===== src/rtl/fetch_unit_pkg.sv =====
// -----------------------------------------------------------------------------
// fetch_unit_pkg
// Shared definitions for the instruction fetch stage: FSM state encoding,
// fetch stride and default reset PC, plus a small alignment helper.
// -----------------------------------------------------------------------------
package fetch_unit_pkg;

    // Fetch stage operating states; HALT is only left through reset.
    typedef enum logic [0:0] {
        ST_RUN  = 1'b0,
        ST_HALT = 1'b1
    } fetch_state_e;

    // Bytes per instruction word (PC stride).
    localparam logic [31:0] WORD_BYTES       = 32'd4;

    // Default first fetch address after reset.
    localparam logic [31:0] DEFAULT_RESET_PC = 32'h0000_0000;

    // True when an address is aligned to a 32-bit instruction word.
    function automatic logic is_word_aligned(input logic [31:0] addr);
        return (addr[1:0] == 2'b00);
    endfunction

endpackage : fetch_unit_pkg


===== src/rtl/fetch_buffer.sv =====
// -----------------------------------------------------------------------------
// fetch_buffer
// One-entry valid/ready output register between fetch and decode.
//
// Ports
//   clk, reset     : clock and synchronous active-high reset
//   i_flush        : drop the held entry (highest priority after reset)
//   i_load_valid   : a new instruction is offered for loading
//   i_instr        : instruction word to load
//   i_pc           : address of i_instr
//   i_pc_plus4     : i_pc + 4, stored alongside to keep the output registered
//   i_ready        : downstream consumes o_instr this cycle when o_valid=1
//   o_valid        : register holds an instruction
//   o_instr        : registered instruction
//   o_pc           : registered instruction address
//   o_pc_plus4     : registered instruction address + 4
//   o_can_load     : register is empty or being drained this cycle
// -----------------------------------------------------------------------------
module fetch_buffer
    import fetch_unit_pkg::*;
(
    input  logic        clk,
    input  logic        reset,
    input  logic        i_flush,
    input  logic        i_load_valid,
    input  logic [31:0] i_instr,
    input  logic [31:0] i_pc,
    input  logic [31:0] i_pc_plus4,
    input  logic        i_ready,
    output logic        o_valid,
    output logic [31:0] o_instr,
    output logic [31:0] o_pc,
    output logic [31:0] o_pc_plus4,
    output logic        o_can_load
);

    logic        r_valid;
    logic [31:0] r_instr;
    logic [31:0] r_pc;
    logic [31:0] r_pc_plus4;
    logic        w_can_load;

    // Space is available when empty or when the current entry leaves now.
    assign w_can_load = (~r_valid) | i_ready;

    // Output register: reset, flush, load, drain, or hold.
    always_ff @(posedge clk) begin
        if (reset) begin
            r_valid    <= 1'b0;
            r_instr    <= 32'h0000_0000;
            r_pc       <= 32'h0000_0000;
            // Keeps o_pc_plus4 == o_pc + 4 even while empty after reset.
            r_pc_plus4 <= WORD_BYTES;
        end else if (i_flush) begin
            // Data is kept; only the valid bit is dropped.
            r_valid    <= 1'b0;
        end else if (i_load_valid && w_can_load) begin
            r_valid    <= 1'b1;
            r_instr    <= i_instr;
            r_pc       <= i_pc;
            r_pc_plus4 <= i_pc_plus4;
        end else if (i_ready) begin
            r_valid    <= 1'b0;
        end else begin
            r_valid    <= r_valid;
        end
    end

    assign o_valid    = r_valid;
    assign o_instr    = r_instr;
    assign o_pc       = r_pc;
    assign o_pc_plus4 = r_pc_plus4;
    assign o_can_load = w_can_load;

endmodule : fetch_buffer


===== src/rtl/fetch_unit.sv =====
// -----------------------------------------------------------------------------
// fetch_unit
// Instruction fetch stage: owns the PC, a RUN/HALT FSM and a load counter,
// and feeds a one-entry output register (fetch_buffer) towards decode.
// Redirects override both loading and back-pressure; a misaligned redirect
// target raises a sticky error and freezes the stage until reset.
//
// Parameters
//   RESET_PC        : first fetch address after reset (word-aligned)
// Ports
//   clk, reset      : clock and synchronous active-high reset
//   imem_addr       : current PC to instruction memory
//   imem_instr      : combinational read data for imem_addr
//   if_valid        : output register holds an instruction
//   if_instr        : registered instruction
//   if_pc           : address of if_instr
//   if_pc_plus4     : if_pc + 4 (mod 2^32)
//   id_ready        : decode accepts if_instr this cycle
//   redirect_valid  : branch/jump request
//   redirect_target : new PC when redirect_valid=1
//   addr_err        : sticky misaligned-redirect flag
//   fetch_count     : instructions loaded into the output register
// -----------------------------------------------------------------------------
module fetch_unit
    import fetch_unit_pkg::*;
#(
    parameter logic [31:0] RESET_PC = DEFAULT_RESET_PC
)(
    input  logic        clk,
    input  logic        reset,
    output logic [31:0] imem_addr,
    input  logic [31:0] imem_instr,
    output logic        if_valid,
    output logic [31:0] if_instr,
    output logic [31:0] if_pc,
    output logic [31:0] if_pc_plus4,
    input  logic        id_ready,
    input  logic        redirect_valid,
    input  logic [31:0] redirect_target,
    output logic        addr_err,
    output logic [31:0] fetch_count
);

    fetch_state_e r_state;
    fetch_state_e w_state_next;
    logic [31:0]  r_pc;
    logic [31:0]  w_pc_next;
    logic [31:0]  w_pc_plus4;
    logic [31:0]  r_count;
    logic [31:0]  w_count_next;
    logic         r_addr_err;
    logic         w_addr_err_next;
    logic         w_flush;
    logic         w_load;
    logic         w_can_load;

    // Natural 32-bit wrap gives FFFFFFFC -> 00000000.
    assign w_pc_plus4 = r_pc + WORD_BYTES;

    // State, PC, counter and error flag registers.
    always_ff @(posedge clk) begin
        if (reset) begin
            r_state    <= ST_RUN;
            r_pc       <= RESET_PC;
            r_count    <= 32'h0000_0000;
            r_addr_err <= 1'b0;
        end else begin
            r_state    <= w_state_next;
            r_pc       <= w_pc_next;
            r_count    <= w_count_next;
            r_addr_err <= w_addr_err_next;
        end
    end

    // Next-state logic: redirect beats load, load only when buffer has room.
    always_comb begin
        w_state_next    = r_state;
        w_pc_next       = r_pc;
        w_count_next    = r_count;
        w_addr_err_next = r_addr_err;
        w_flush         = 1'b0;
        w_load          = 1'b0;
        case (r_state)
            ST_RUN: begin
                if (redirect_valid) begin
                    w_flush = 1'b1;
                    if (is_word_aligned(redirect_target)) begin
                        w_pc_next = redirect_target;
                    end else begin
                        // PC is left where it was so the fault point is visible.
                        w_addr_err_next = 1'b1;
                        w_state_next    = ST_HALT;
                    end
                end else if (w_can_load) begin
                    w_load       = 1'b1;
                    w_pc_next    = w_pc_plus4;
                    w_count_next = r_count + 32'd1;
                end else begin
                    w_load = 1'b0;
                end
            end
            ST_HALT: begin
                // Keep the output register empty; redirects are ignored.
                w_flush = 1'b1;
            end
            default: begin
                w_flush      = 1'b1;
                w_state_next = ST_HALT;
            end
        endcase
    end

    fetch_buffer u_fetch_buffer (
        .clk          (clk),
        .reset        (reset),
        .i_flush      (w_flush),
        .i_load_valid (w_load),
        .i_instr      (imem_instr),
        .i_pc         (r_pc),
        .i_pc_plus4   (w_pc_plus4),
        .i_ready      (id_ready),
        .o_valid      (if_valid),
        .o_instr      (if_instr),
        .o_pc         (if_pc),
        .o_pc_plus4   (if_pc_plus4),
        .o_can_load   (w_can_load)
    );

    assign imem_addr   = r_pc;
    assign addr_err    = r_addr_err;
    assign fetch_count = r_count;

endmodule : fetch_unit

===== config.mk =====
export PLATFORM = sky130hd
export DESIGN_NAME = fetch_unit
export DESIGN_NICKNAME = d
export VERILOG_FILES = /design/src/rtl/fetch_unit_pkg.sv /design/src/rtl/fetch_buffer.sv /design/src/rtl/fetch_unit.sv
export SDC_FILE = /design/constraint.sdc
export NUM_CORES = 1
export LEC_CHECK = 0
export CAP_MARGIN = 40
export CORE_ASPECT_RATIO = 0.75
export CORE_UTILIZATION = 42
export DETAILED_ROUTE_END_ITERATION = 10
export PLACE_DENSITY = 0.86
export SKIP_CTS_REPAIR_TIMING = 1
export SYNTH_ARGS = -nofsm -noshare
export SYNTH_HDL_FRONTEND = slang
export SYNTH_SLANG_ARGS = --single-unit

===== constraint.sdc =====
create_clock -name clk -period 1.8 [get_ports clk]
set_input_delay 0.27 -clock clk [delete_from_list [all_inputs] [get_ports clk]]
set_output_delay 0.27 -clock clk [all_outputs]
set_load 0.01 [all_outputs]

* Word-level counts from Yosys, hierarchy flattened
Index checks and enable logic that the tools add are counted.
Operators by class: add/subtract/negate cells 2, equal/unequal tests 1, multiplexer cells 13, bitwise operators 6, reductions and logical operators 9
Operators by type and width (number):
- 2-to-1 mux 32 bit | 3
- adder 32 x 1 -> 32 bit (second input constant) | 1
- adder 32 x 3 -> 32 bit (second input constant) | 1
- 2-to-1 mux 1 bit | 9
- AND reduction 3 bit | 3
- inverter 1 bit | 5
- nonzero test 2 bit | 2
- zero test 2 bit | 1
- != test 2 x 1 -> 1 bit (second input constant) | 1
- one-hot mux 1 bit (2 select lines) | 1
- AND reduction 2 bit | 1
- OR reduction 2 bit | 1
- logical AND 1 bit | 1
- bitwise OR 1 bit | 1
Storage, ports and cells: bits in registers 163, input port bits 68, logic and storage cells 39

* Depth between registers and ports, before layout
Gate-level depths: netlist of the first run.
word-level depth 7, gate-level depth with buffers 8

* By module
Synthesis of the first run repeated with hierarchy kept, for this count alone.
Unflattened totals: cell total of the unflattened synthesis 922, area, all modules 8354.3 um^2
By module, submodules not included:
- fetch_buffer | times used 1, cells an instance 422, area each 4356.7 um^2, seq. area each 1941.9 um^2
- fetch_unit | times used 1, cells an instance 500, area each 3997.6 um^2, seq. area each 1321.3 um^2

* Worst setup path before layout of the first run
No wires, ideal clock.
path kind register to register, start point register r_pc[2], in the netlist imem_addr[2], end point register r_pc[24], in the netlist imem_addr[24], data arrival time 1985 ps, setup slack -259 ps, stages on the path, launching flop included 8, buffers on the path 1, clock period less this slack 2059 ps, cell sequence dfxtp_1 > ha_1 > buf_2 > nand3_1 > nor4_4 > nand4_1 > or3_1 > a31oi_1
On the way: word-level cells in the longest chain between the ends 3
Ends and longest elaborated chain:
- start, declared | RTL line fetch_unit.sv:46 | logic [31:0] r_pc;
- start signal, assigned | RTL line fetch_unit.sv:69 | r_pc <= w_pc_next;
- adder 32 x 3 -> 32 bit | RTL line fetch_unit.sv:58 | assign w_pc_plus4 = r_pc + WORD_BYTES;
- 2-to-1 mux 32 bit | RTL line fetch_unit.sv:94 | end else if (w_can_load) begin
- 2-to-1 mux 32 bit | RTL line fetch_unit.sv:85 | if (redirect_valid) begin
No other way between the ends. The select of a mux whose other input is x is not followed. A chain may end at the register's enable or synchronous reset.

* Worst setup path in the final report of the first run
Same ends and word-level chain as after synthesis.

==> impl_metrics.env, run 1 <==
export IMPL_run_status="finished, violations left"
export IMPL_violations_in_the_final_reports="DRC, setup timing"
export IMPL_final_design_utilization_pct=68.1
export IMPL_rrSetupSlack_ns=-0.07
export IMPL_power_leakage_nw=4.29
export IMPL_pin_count_of_the_biggest_net_entering_global_routing=67
export IMPL_fp_row_count=40
export IMPL_floorplan_die_width_um=152
export IMPL_setup_violations=3
export IMPL_initialDrtViolationCount=673
export IMPL_grt_overflow=0
export IMPL_yosys_warnings=0
export IMPL_finalSetupTns_ns=-0.0957
export IMPL_yosys_cell_types=59
export IMPL_ys_seq_elements=161
export IMPL_grt_pass1_vias=6722
export IMPL_timing_rr_end="imem_addr[24]$_SDFFE_PP0P_"
export IMPL_slew_headroom_pct=62.3
export IMPL_ir_worst_vdd_v=0.000595
export IMPL_clock_sinks=161
export IMPL_setup_worst_path_start_class="flip-flop"
export IMPL_numCtsBuffers=17
export IMPL_detail_route_antenna_nets=0
export IMPL_drt_vias_per_instance=5.38
export IMPL_wl_um=23000
export IMPL_design_power_total_mw=9.05
export IMPL_synth_avg_cell_area_um2=8.10
export IMPL_post_route_min_period_ns=1.87
export IMPL_critical_path_arrival_ns=2.22
export IMPL_worstHoldPathType="in2reg"
export IMPL_drv_cap=0
export IMPL_syn_inst=880
export IMPL_synth_sequential_area_ratio_pct=45.2
export IMPL_syn_nets=950
export IMPL_antenna_cells=0
export IMPL_clock_root_buffer="sky130_fd_sc_hd__clkbuf_16"
export IMPL_holdCritStartpoint="redirect_valid"
export IMPL_f_max_ghz=0.536
export IMPL_ioPinCount=230
export IMPL_grt_pass1_wl_um=35000
export IMPL_floorplan_core_area_um2=16300
export IMPL_worst_hold_path_endpoint="addr_err$_SDFFE_PP0P_"
export IMPL_initial_core_util_pct=43.7
export IMPL_clock_insertion_delay_at_the_later_pin_of_the_skew_report_ns=0.42
export IMPL_tritoncts="built"
export IMPL_seqCellArea_um2=3250
export IMPL_slew_of_the_pin_with_the_lowest_slew_margin_ns=0.566
export IMPL_placement_io_buffers=229
export IMPL_antenna_found_initial=0
export IMPL_cell_depth_of_the_worst_min_delay_path=3
export IMPL_post_route_worst_setup_slack_ns=-0.0674
export IMPL_total_via_count_after_detailed_routing=7483
export IMPL_final_cell_mix="sky130_fd_sc_hd__clkdlybuf4s50_1 (219), sky130_fd_sc_hd__nand2_1 (172), sky130_fd_sc_hd__dfxtp_1 (143), sky130_fd_sc_hd__buf_4 (110), sky130_fd_sc_hd__a21oi_1 (97)"
export IMPL_timing_max_transition_violations_final=0
export IMPL_cp_data_required_time_ns=2.15
export IMPL_syn_cell_area_um2=7130
export IMPL_detail_route_first_pass_iterations=11
export IMPL_gp_congestion=0.909
export IMPL_cts_h_tree_depth=4
export IMPL_cellPowerDensity_nw_per_um2=815
export IMPL_clock_pin_transition_on_the_worst_setup_and_hold_timing_paths_ns=0.06
export IMPL_clockBufferDepth=2
export IMPL_wire_per_inst_um=16.5
export IMPL_worst_r2r_startpoint="imem_addr[2]$_SDFFE_PP0P_"
export IMPL_die_area_um2=17500
export IMPL_final_hold_violating_endpoints=0
export IMPL_grt_setup_unrepaired="true"
export IMPL_grt_use_total_pct=25.2
export IMPL_area_used_by_multi_input_combinational_logic_um2=3700
export IMPL_placedInstanceArea_um2=10200
export IMPL_period_share_pct=104
export IMPL_layout_nets=1239
export IMPL_area_delta_synth_final_pct=55.8
export IMPL_worst_path_max_fanout=3
export IMPL_worstSetupEndpointType="flip-flop"
export IMPL_reg2regPathDepth=6
export IMPL_hpwlAfterDp_um=16300
export IMPL_dieHeight_um=115
export IMPL_drt_drc_violations_left=19
export IMPL_fin_area_um2=11100
export IMPL_fin_worst_skew_ns=0.00811
export IMPL_holdWs_ns=0.178
export IMPL_final_layout_size_suffix_gt1_share_pct=17.1
export IMPL_critPathKind="reg2reg"
export IMPL_filler_cells_inserted=1285
export IMPL_most_common_library_cell_in_the_layout_ignoring_fill_and_taps="sky130_fd_sc_hd__clkdlybuf4s50_1"
[how the worst max path moves through the flow]
stage                                           from                         end  slack, ns
final                      imem_addr[2]$_SDFFE_PP0P_  imem_addr[24]$_SDFFE_PP0P_      -0.07
after global routing      imem_addr[13]$_SDFFE_PP0P_  imem_addr[24]$_SDFFE_PP0P_      -0.17
after CTS                 imem_addr[10]$_SDFFE_PP0P_  imem_addr[26]$_SDFFE_PP0P_      -0.13
after detailed placement          redirect_target[1]   imem_addr[8]$_SDFFE_PP0P_      -0.27
after global placement            redirect_target[1]  imem_addr[23]$_SDFFE_PP0P_      -0.22
after floorplan           imem_addr[11]$_SDFFE_PP0P_  imem_addr[24]$_SDFFE_PP0P_      -0.04
[synthesized netlist by cell type, drive strengths merged]
library cell    n  share of area [%]
a31oi           9               0.79
mux2            1               0.16
mux2i           6               0.84
a32o            2               0.28
nand4b          1               0.12
o22ai           5               0.44
nor4            8                1.3
ha              2               0.35
a41oi           1               0.12
buf            30                2.4
or4             1               0.11
or2             2               0.18
clkinv          1              0.053
a21oi          98                6.9
nand2         173                9.1
a211o           1               0.12
o41ai           2               0.25
xnor2          23                2.8
a2111oi         2               0.25
nor3           15                1.4
nand4          18                2.0
a22o            7               0.86
nor3b           1               0.11
or3            14                1.2
nor4b           2               0.33
dfxtp         161                 45
and3           21                1.8
nor2b           1              0.088
and2            6               0.54
a31o            2               0.25
nand2b          1              0.088
clkbuf         44                2.5
inv             3               0.16
o31ai           4               0.42
a21o            1               0.11
a211oi         29                3.1
o21ai          23                1.6
nand3          30                2.2
xor2           26                3.2
a22oi           7               0.74
nor2           90                4.7
and4            6               0.77
[cells by family after synthesis]
group	after synthesis	share of synthesized area, %
and+or+nand+nor	390	26.1
xor gates and xnor gates	49	6.02
buffers and inverters	78	5.12
DFF	161	45.2
adders and majority gates	2	0.351
muxes	7	1.00
AOI/OAI and AO/OA	193	16.2
[area by class of cell]
| class | instances | area share, % |
|---|---|---|
| sequential | 161 | 29.3 |
| timing repair buffer | 344 | 29.2 |
| inverter | 4 | 0.135 |
| multi-input combinational | 641 | 33.3 |
| clock buffer | 20 | 4.11 |
| clock inverter | 12 | 1.62 |
| tap | 210 | 2.37 |
[worst max-delay path: stages (launching register included)]
cell and delay (ns):
sky130_fd_sc_hd__dfxtp_2 0.36, sky130_fd_sc_hd__ha_4 0.16, sky130_fd_sc_hd__nand3_4 0.10, sky130_fd_sc_hd__nor4_4 0.37
sky130_fd_sc_hd__nand4_1 0.23, sky130_fd_sc_hd__or3_1 0.42, sky130_fd_sc_hd__a31oi_1 0.16
[sequential cells by signal, summed over array words and instances (netlist names)]
| register | cells |
|---|---|
| u_fetch_buffer.o_pc | 30 |
| imem_addr | 32 |
| u_fetch_buffer.o_pc_plus4 | 32 |
| fetch_count | 32 |
| addr_err | 1 |
| u_fetch_buffer.o_valid | 1 |
| r_state | 1 |
| u_fetch_buffer.o_instr | 32 |
[metrics by stage]
| step | std cells | setup slack (ns) |
|---|---|---|
| final | 1392 | -0.0674 |
| after global routing | 1392 | -0.167 |
| after CTS | 1378 | -0.133 |
| after detailed placement | 1346 | -0.266 |
| after global placement | 1346 | -0.215 |
| after floorplan | 880 | -0.0434 |
[routing by layer]
metal / GRT usage, % / up-vias / share of wire (%)
li1: - / 3620 / -
met1: 32.7 / 3516 / 44
met2: 40.9 / 324 / 47
met3: 7.73 / 23 / 8.9
met4: 6.67 / 0 / 0.91
met5: 0 / - / 0
[power by group]
part | total [mW] | internal [mW] | leakage, nW | switching (mW)
logic | 1.33 | 0.673 | 2.67 | 0.652
registers | 3.82 | 3.72 | 1.32 | 0.101
clock network | 3.91 | 2.41 | 0.307 | 1.50
total | 9.05 | 6.80 | 4.29 | 2.25
Note: power is estimated with default switching activity, not from simulation.
==> run 2, diff against run 1 <==
--- a/config.mk
+++ b/config.mk
@@ -9,7 +9,9 @@
 export CORE_ASPECT_RATIO = 0.75
 export CORE_UTILIZATION = 42
 export DETAILED_ROUTE_END_ITERATION = 10
+export GPL_TIMING_DRIVEN = 1
 export PLACE_DENSITY = 0.86
+export SETUP_SLACK_MARGIN = 0.2
 export SKIP_CTS_REPAIR_TIMING = 1
 export SYNTH_ARGS = -nofsm -noshare
 export SYNTH_HDL_FRONTEND = slang
==> run 2 against run 1 <==
Against the previous run: the flow still finishes with violations (DRC, setup timing); fmax fell by 2.6%; register-to-register slack worse by 0.05 ns; clock power down 3%; routed wire length rose by 19%; power down 0.42%; critical endpoint is now imem_addr[20]$_SDFFE_PP0P_; largest cell class unchanged; highest routed layer is now met5.
==> impl_metrics.env, run 2 (same netlist as run 1, synthesis figures left out) <==
export IMPL_run_status="finished, violations left"
export IMPL_violations_in_the_final_reports="DRC, setup timing"
export IMPL_slew_headroom_pct=61.0
export IMPL_wire_per_inst_um=19.2
export IMPL_critPathKind="reg2reg"
export IMPL_cp_data_required_time_ns=2.17
export IMPL_antenna_found_initial=1
export IMPL_floorplan_die_width_um=152
export IMPL_post_route_worst_setup_slack_ns=-0.118
export IMPL_grt_overflow=0
export IMPL_dieHeight_um=115
export IMPL_clock_root_buffer="sky130_fd_sc_hd__clkbuf_16"
export IMPL_worst_path_max_fanout=6
export IMPL_drt_drc_violations_left=19
export IMPL_slew_of_the_pin_with_the_lowest_slew_margin_ns=0.584
export IMPL_period_share_pct=107
export IMPL_final_hold_violating_endpoints=0
export IMPL_die_area_um2=17500
export IMPL_ir_worst_vdd_v=0.000648
export IMPL_initialDrtViolationCount=764
export IMPL_final_cell_mix="sky130_fd_sc_hd__nand2_1 (169), sky130_fd_sc_hd__dlymetal6s2s_1 (155), sky130_fd_sc_hd__dfxtp_1 (120), sky130_fd_sc_hd__buf_4 (111), sky130_fd_sc_hd__a21oi_1 (91)"
export IMPL_wl_um=27200
export IMPL_detail_route_antenna_nets=0
export IMPL_tritoncts="built"
export IMPL_hpwlAfterDp_um=16400
export IMPL_clock_insertion_delay_at_the_later_pin_of_the_skew_report_ns=0.43
export IMPL_post_route_min_period_ns=1.92
export IMPL_critical_path_arrival_ns=2.29
export IMPL_f_max_ghz=0.521
export IMPL_layout_nets=1264
export IMPL_clock_sinks=161
export IMPL_fin_area_um2=12100
export IMPL_cell_depth_of_the_worst_min_delay_path=2
export IMPL_numCtsBuffers=17
export IMPL_grt_use_total_pct=25.8
export IMPL_placedInstanceArea_um2=10200
export IMPL_detail_route_first_pass_iterations=8
export IMPL_grt_pass1_wl_um=35700
export IMPL_fp_row_count=40
export IMPL_final_layout_size_suffix_gt1_share_pct=25.5
export IMPL_placement_io_buffers=229
export IMPL_reg2regPathDepth=10
export IMPL_gp_congestion=0.881
export IMPL_initial_core_util_pct=43.7
export IMPL_worstSetupEndpointType="flip-flop"
export IMPL_area_delta_synth_final_pct=69.9
export IMPL_drt_vias_per_instance=5.70
export IMPL_timing_max_transition_violations_final=0
export IMPL_cellPowerDensity_nw_per_um2=744
export IMPL_grt_setup_unrepaired="true"
export IMPL_pin_count_of_the_biggest_net_entering_global_routing=52
export IMPL_floorplan_core_area_um2=16300
export IMPL_total_via_count_after_detailed_routing=8083
export IMPL_holdWs_ns=0.188
export IMPL_drv_cap=0
export IMPL_filler_cells_inserted=1066
export IMPL_most_common_library_cell_in_the_layout_ignoring_fill_and_taps="sky130_fd_sc_hd__nand2_1"
export IMPL_antenna_cells=0
export IMPL_cts_h_tree_depth=4
export IMPL_clockBufferDepth=2
export IMPL_ioPinCount=230
export IMPL_setup_worst_path_start_class="flip-flop"
export IMPL_fin_worst_skew_ns=0.0103
export IMPL_power_leakage_nw=7.08
export IMPL_clock_pin_transition_on_the_worst_setup_and_hold_timing_paths_ns=0.07
export IMPL_grt_pass1_vias=6862
export IMPL_worstHoldPathType="in2reg"
export IMPL_setup_violations=8
## run 2: changes by cell type in the layout (fill, tap and decap cells not counted), moves of 11 or more
cell,before,now
sky130_fd_sc_hd__dfxtp_1,143,120
sky130_fd_sc_hd__dfxtp_2,16,28
sky130_fd_sc_hd__dfxtp_4,2,13
sky130_fd_sc_hd__dlymetal6s2s_1,8,155
sky130_fd_sc_hd__clkdlybuf4s50_1,219,70
sky130_fd_sc_hd__buf_6,0,22
## run 2: cell type report
type	instances	area, um^2	area share, %
clock inverters	14	168	1.38
well taps	210	263	2.17
clock buffers	18	439	3.63
flip-flops and latches	161	3310	27.3
multi-input cells	642	4050	33.4
inverters	4	15.0	0.124
repair buffers	368	3870	32.0
## run 2: critical path, cell delays in order, from the launching register on
cell and delay, ns:
sky130_fd_sc_hd__dfxtp_2 0.35, sky130_fd_sc_hd__nand4_1 0.15, sky130_fd_sc_hd__buf_4 0.18, sky130_fd_sc_hd__buf_6 0.11, sky130_fd_sc_hd__nor3_4 0.11, sky130_fd_sc_hd__buf_6 0.15, sky130_fd_sc_hd__buf_4 0.11, sky130_fd_sc_hd__buf_6 0.09
sky130_fd_sc_hd__nand3_4 0.08, sky130_fd_sc_hd__o31ai_1 0.30, sky130_fd_sc_hd__a32o_1 0.23
## run 2: path summary, 6_finish.rpt
check                                                 end                                     from  slack (ns)
setup / recovery               imem_addr[20]$_SDFFE_PP0P_               imem_addr[11]$_SDFFE_PP0P_       -0.12
setup reg to reg               imem_addr[20]$_SDFFE_PP0P_               imem_addr[11]$_SDFFE_PP0P_       -0.12
hold reg to reg   u_fetch_buffer.o_instr[20]$_SDFFE_PP0P_  u_fetch_buffer.o_instr[20]$_SDFFE_PP0P_        0.45
hold / removal                 imem_addr[12]$_SDFFE_PP0P_                                    reset        0.19
## run 2: through the flow
stage | power, mW | std cells | setup TNS [ns] | setup WS [ns] | util, %
finish | 9.01 | 1417 | -0.261 | -0.118 | 74.2
global route | 9.32 | 1417 | -1.36 | -0.178 | 74.2
CTS | 8.91 | 1372 | -0.605 | -0.156 | 66.4
detailed placement | 5.18 | 1340 | -11.09 | -0.252 | 62.7
global placement | 5.15 | 1340 | -8.62 | -0.223 | 62.7
floorplan | 4.48 | 880 | 0 | 0.0268 | -
## run 2: routing by layer
metal  GRT usage, %  up-vias  share of wire [%]
met5              0        -              0.048
met4           9.83        2                3.6
met3           7.65       81                 10
met2           40.6      479                 48
met1           33.6     3844                 38
li1               -     3677                  -
## run 2: report_power, final
| part | switching (mW) | total (mW) | internal, mW |
|---|---|---|---|
| Sequential | 0.116 | 3.82 | 3.71 |
| Clock | 1.65 | 3.78 | 2.13 |
| Combinational | 0.728 | 1.41 | 0.681 |
